## config.mk

```make
export PLATFORM = sky130hd
export DESIGN_NAME = attn_token_precision_unit
export DESIGN_NICKNAME = d
export VERILOG_FILES = /design/src/rtl/attn_token_precision_unit.sv
export SDC_FILE = /design/constraint.sdc
export NUM_CORES = 1
export LEC_CHECK = 0
export ABC_AREA = 1
export CORE_MARGIN = 8
export CORE_UTILIZATION = 30
export CTS_CLUSTER_DIAMETER = 40
export DETAILED_ROUTE_END_ITERATION = 16
export GPL_ROUTABILITY_DRIVEN = 0
export SYNTH_ARGS = -nofsm -noshare
export SYNTH_HDL_FRONTEND = slang
export SYNTH_SLANG_ARGS = --single-unit
```

## constraint.sdc

```tcl
create_clock -name clk -period 6.25 [get_ports clk]
set_input_delay 0.9375 -clock clk [delete_from_list [all_inputs] [get_ports clk]]
set_output_delay 0.9375 -clock clk [all_outputs]
set_load 0.05 [all_outputs]
```

## src/rtl/attn_token_precision_unit.sv

```systemverilog
// Per-key-token precision assignment from a streamed softmaxed attention matrix.
// Latency: the first code is valid the cycle after the last A beat; then one code per cycle.
// Backpressure: a_ready is high only in ACCUM; while prec_ready is low, prec_code and prec_idx hold.
module attn_token_precision_unit #(
  parameter int DATA_WIDTH = 16,
  parameter int L          = 8,
  parameter int N          = 1,
  parameter int ACC_WIDTH  = 24,
  parameter int THR_LO     = 100,
  parameter int THR_HI     = 200,
  localparam int IDX_W     = (L > 1) ? $clog2(L) : 1
) (
  input  logic                  clk,
  input  logic                  rst_n,
  input  logic                  start,
  input  logic [DATA_WIDTH-1:0] a_data,
  input  logic                  a_valid,
  output logic                  a_ready,
  output logic [3:0]            prec_code,
  output logic [IDX_W-1:0]      prec_idx,
  output logic                  prec_valid,
  input  logic                  prec_ready,
  output logic [4*L-1:0]        prec_vec,
  output logic                  busy,
  output logic                  done
);

  localparam int ROWS  = L * N;
  localparam int ROW_W = (ROWS > 1) ? $clog2(ROWS) : 1;

  localparam logic [ACC_WIDTH-1:0] SAT_MAX  = '1;
  localparam logic [ACC_WIDTH:0]   THR_LO_X = (ACC_WIDTH+1)'(THR_LO);
  localparam logic [ACC_WIDTH:0]   THR_HI_X = (ACC_WIDTH+1)'(THR_HI);
  localparam logic [IDX_W-1:0]     COL_LAST = IDX_W'(L - 1);
  localparam logic [ROW_W-1:0]     ROW_LAST = ROW_W'(ROWS - 1);

  typedef enum logic [1:0] {S_IDLE, S_ACCUM, S_EMIT, S_DONE} state_t;

  state_t state, state_nxt;

  logic [ACC_WIDTH-1:0] col_sum [L];
  logic [IDX_W-1:0]     col_cnt;
  logic [ROW_W-1:0]     row_cnt;
  logic [4*L-1:0]       shadow_vec;
  logic [4*L-1:0]       vec_upd;

  logic                 beat;
  logic                 last_beat;
  logic                 hs;
  logic                 last_hs;
  logic [IDX_W-1:0]     next_idx;
  logic [ACC_WIDTH:0]   sum_ext;
  logic [ACC_WIDTH-1:0] sat_sum;
  logic [ACC_WIDTH-1:0] first_sum;

  // Map a column sum onto its precision code (0=INT4, 1=INT8, 2=FP16).
  function automatic logic [3:0] code_of(input logic [ACC_WIDTH-1:0] s);
    if ({1'b0, s} < THR_LO_X)      return 4'd0;
    else if ({1'b0, s} < THR_HI_X) return 4'd1;
    else                           return 4'd2;
  endfunction

  assign beat      = a_valid && a_ready;
  assign last_beat = beat && (col_cnt == COL_LAST) && (row_cnt == ROW_LAST);
  assign hs        = prec_valid && prec_ready;
  assign last_hs   = hs && (prec_idx == COL_LAST);
  assign next_idx  = prec_idx + IDX_W'(1);

  // One bit of headroom catches the carry that signals saturation.
  assign sum_ext   = {1'b0, col_sum[col_cnt]} + {{(ACC_WIDTH+1-DATA_WIDTH){1'b0}}, a_data};
  assign sat_sum   = sum_ext[ACC_WIDTH] ? SAT_MAX : sum_ext[ACC_WIDTH-1:0];
  // Column 0 is only still changing on the final beat when L==1.
  assign first_sum = (col_cnt == '0) ? sat_sum : col_sum[0];

  // Merge the code currently on the output into the partially built vector.
  always_comb begin
    vec_upd = shadow_vec;
    vec_upd[4*prec_idx +: 4] = prec_code;
  end

  // State register.
  always_ff @(posedge clk or negedge rst_n) begin
    if (!rst_n) state <= S_IDLE;
    else        state <= state_nxt;
  end

  // Next-state and state-decoded outputs.
  always_comb begin
    state_nxt  = state;
    a_ready    = 1'b0;
    prec_valid = 1'b0;
    busy       = 1'b1;
    done       = 1'b0;
    case (state)
      S_IDLE: begin
        busy = 1'b0;
        if (start) state_nxt = S_ACCUM;
      end
      S_ACCUM: begin
        a_ready = 1'b1;
        if (last_beat) state_nxt = S_EMIT;
      end
      S_EMIT: begin
        prec_valid = 1'b1;
        if (last_hs) state_nxt = S_DONE;
      end
      S_DONE: begin
        done      = 1'b1;
        state_nxt = S_IDLE;
      end
      default: state_nxt = S_IDLE;
    endcase
  end

  // Column accumulation, code generation and result vector.
  always_ff @(posedge clk or negedge rst_n) begin
    if (!rst_n) begin
      for (int i = 0; i < L; i++) col_sum[i] <= '0;
      col_cnt    <= '0;
      row_cnt    <= '0;
      prec_idx   <= '0;
      prec_code  <= '0;
      shadow_vec <= '0;
      prec_vec   <= '0;
    end else begin
      case (state)
        S_IDLE: begin
          if (start) begin
            for (int i = 0; i < L; i++) col_sum[i] <= '0;
            col_cnt    <= '0;
            row_cnt    <= '0;
            shadow_vec <= '0;
          end
        end
        S_ACCUM: begin
          if (beat) begin
            col_sum[col_cnt] <= sat_sum;
            if (col_cnt == COL_LAST) begin
              col_cnt <= '0;
              row_cnt <= row_cnt + ROW_W'(1);
            end else begin
              col_cnt <= col_cnt + IDX_W'(1);
            end
          end
          if (last_beat) begin
            row_cnt   <= '0;
            prec_idx  <= '0;
            prec_code <= code_of(first_sum);
          end
        end
        S_EMIT: begin
          if (hs) begin
            shadow_vec <= vec_upd;
            if (last_hs) begin
              prec_vec <= vec_upd;
            end else begin
              prec_idx  <= next_idx;
              prec_code <= code_of(col_sum[next_idx]);
            end
          end
        end
        default: ;
      endcase
    end
  end

endmodule
```

==> flow_summary.json <==
{
  "cts_tree": "done",
  "worst-path-buf-inv": 4,
  "synthToLayoutAreaGrowth_pct": 19.3,
  "relative_max_transition_margin_pct": 17.1,
  "num_vias": 14300,
  "total_leakage_power_nw": 7.87,
  "max_slew.worst_pin.slew_ns": 1.23,
  "clkSinkCount": 269,
  "post-route-worst-setup-slack_ns": 0.676,
  "net-switching-power_mw": 4.00,
  "synth_seq_cells": 269,
  "min_path_type": "in -> async",
  "sw_frac_of_total_pct": 47.1,
  "worst_path_largest_cell_delay_ns": 0.75,
  "antenna-diode-count": 0,
  "floorplan.core_area_mm2": 0.0487,
  "fraction_of_layout_instances_using_a_drive_strength_above_1_pct": 7.08,
  "number_of_antenna_violations_at_the_first_check_in_global_routing": 0,
  "max_cap_violations": 0,
  "clockRootBuffer": "sky130_fd_sc_hd__clkbuf_16",
  "most_common_cell_after_layout_fill_and_taps_aside": "sky130_fd_sc_hd__nand2_1",
  "path_clk_slew_ns": 0.06,
  "outcome": "finished, final reports clean",
  "final_core_utilization_pct": 36.1,
  "combinationalPowerShare_pct": 46.0,
  "synth_top_cell_area_share_pct": 45.7,
  "routed_wl_um": 52700,
  "floorplan.rows": 81,
  "die_height_um": 238,
  "setup_total_negative_slack_ns": 0,
  "overflow": 0,
  "synthesis.area_per_instance_um2": 7.62,
  "numCtsBuffers": 43,
  "wl_per_cell_um": 19.8,
  "crit_path_end_kind": "flop",
  "power.ir.vdd_worst_mv": 0.254,
  "layout_worst_path_cycle_share_pct": 89.2,
  "initial_core_util_pct": 30.2,
  "internal_dissipation_mw": 4.49,
  "htree_levels": 2,
  "cp_slowest_cell": "sky130_fd_sc_hd__dfrtp_1",
  "synth-edff-count": 0,
  "detail_route.drc_violations": 0,
  "start_kind": "flop",
  "grt_start_max_net_pins": 77,
  "synthTopCellsByArea": "sky130_fd_sc_hd__dfrtp_1, sky130_fd_sc_hd__nand2_1, sky130_fd_sc_hd__o22ai_1",
  "clock_latency_ns": 0.56,
  "p_per_area_mw_per_mm2": 483,
  "via_per_inst": 5.37,
  "timing.critical_path.cells": "inv_1, nand2_1, inv_1, a22oi_1, nand3_1, ha_1, fa_1, nand2_1, nand2_1, nand3b_1, nand2_1, nand2_1, nand2_1, nand3_2, inv_1, nor3_4, nand4_1, nand2_1, inv_1, nor2_1, nand4_1, a21oi_1",
  "cp_top_family": "simple AND/OR/NAND/NOR gates",
  "dieArea_mm2": 0.0565,
  "syn-cell-area_mm2": 0.0147,
  "cts_hold_buf": 0,
  "yosys.cell_types.count": 43,
  "ports": 64,
  "minimum_clock_period_ns": 5.57,
  "post-dp-hpwl_um": 34500,
  "clockBufferDepth": 3,
  "die_width_um": 238,
  "setup.reg_to_reg.worst_slack_ns": 0.68,
  "finalSetupViolations": 0,
  "final-max-slew-violation-count": 0,
  "cts.repair_timing.setup_buffer_count": 0,
  "yosys_most_used_dff": "sky130_fd_sc_hd__dfrtp_1",
  "drc_violation_total_after_the_first_tritonroute_iteration": 1656,
  "first_global_vias": 13800,
  "critPathMaxFanout": 25,
  "seq_power_share_pct": 24.9,
  "fmax_mhz": 179,
  "buffers_on_ports": 61,
  "finalPower_mw": 8.49,
  "critical_path.most_common_cell": "sky130_fd_sc_hd__nand2_1",
  "cp.required_ns": 6.73,
  "crit_arrival_ns": 6.06,
  "synthArstFlopShare_pct": 100,
  "grt_util_all_layers_pct": 18.2,
  "finalHoldViolations": 0,
  "worst_setup_path_type": "reg -> reg",
  "placement.setup.worst_slack_ns": 0.856,
  "grt_pass1_wl_um": 81500,
  "layout.cells.most_common_list": "sky130_fd_sc_hd__nand2_1, sky130_fd_sc_hd__inv_1, sky130_fd_sc_hd__dfrtp_1",
  "whs_ns": 0.339,
  "first_pass_iters": 6,
  "syn-instance-count": 1935,
  "rsz0062_at_grt": "false",
  "synthDominantAreaCellType": "sky130_fd_sc_hd__dfrtp_1",
  "worst_clock_skew_ns": 0.0192,
  "ys.warnings.count": 0,
  "route.antenna.remaining_nets": 0,
  "post_cts_resize_count": 0,
  "power.clock.fraction_pct": 29.1,
  "ys_seq_area_share_pct": 45.7,
  "fin_nets": 2026
}
[layout make-up]
class	instances	area (µm²)
Clock buffer	50	1150
Timing Repair Buffer	87	811
Multi-Input combinational cell	1237	6460
Inverter	334	1250
Clock inverter	28	343
Fill cell	4990	31200
Tap cell	664	831
Sequential cell	269	6730
[registers in the layout (all words and copies together), names as in the netlist]
name / count
prec_code: 2
row_cnt: 3
col_sum: 192
col_cnt: 3
shadow_vec: 32
prec_vec: 32
state: 2
prec_idx: 3
[synthesized netlist by cell type, drive strengths merged (7+ instances only)]
cell type and instances:
o2111ai 7, nand2 462, a22oi 10, xor2 8, ha 32, buf 24
dfrtp 269, a221oi 18, o22ai 226, nand4 16, o31ai 12, nor3 13
inv 333, a21oi 119, nor2 96, clkbuf 72, o21ai 111, nand3 75
[through the flow]
stage	std cells	instance area, µm²
after floorplan	1936	14700
after global placement	2591	16100
after detailed placement	2591	16100
after CTS	2669	17600
after global routing	2669	17600
final	2669	17600
[worst paths after layout]
path | start | endpoint | depth (start not counted)
setup / recovery | col_cnt[0] | prec_code[0] | 22
hold / removal | rst_n | shadow_vec[30] | 1
setup reg to reg | col_cnt[0] | prec_code[0] | 22
hold reg to reg | prec_vec[16] | prec_vec[16] | 2
max in group asynchronous | rst_n | col_sum[187] | 2
min in group clk | prec_vec[16] | prec_vec[16] | 2
[kinds of logic after synthesis]
group	after synthesis	synth area share [%]
simple gates	679	19.2
compound gates	514	20.6
buf+inv	430	11.1
flops	269	45.7
fa+ha+maj	33	2.85
xor+xnor	9	0.535
other cells	1	0.0254
[worst register-to-register path, delay by kind of cell (launching register included)]
kind	cells	cell delay [ns]
adders and majority gates	2	0.62
AOI/OAI and AO/OA	2	0.40
DFF	1	0.75
buffers and inverters	4	0.91
and+or+nand+nor	14	2.84
[per-layer routing]
layer	part of all wire (%)	vias to the layer above	routed length, µm	track usage, %
li1	-	6552	-	-
met1	41	6758	21600	24.0
met2	44	851	23200	28.2
met3	10	170	5410	4.03
met4	4.7	0	2470	8.63
met5	0	-	0	0
[power groups by stage]
stage	Combinational [mW]	Sequential (mW)	Clock (mW)
finish	3.91	2.12	2.47
global route	4.20	2.14	2.58
CTS	3.83	2.11	2.51
detailed placement	3.81	2.14	0
global placement	3.78	2.13	0
floorplan	2.40	2.22	0
Note: power is estimated with default switching activity, not from simulation.
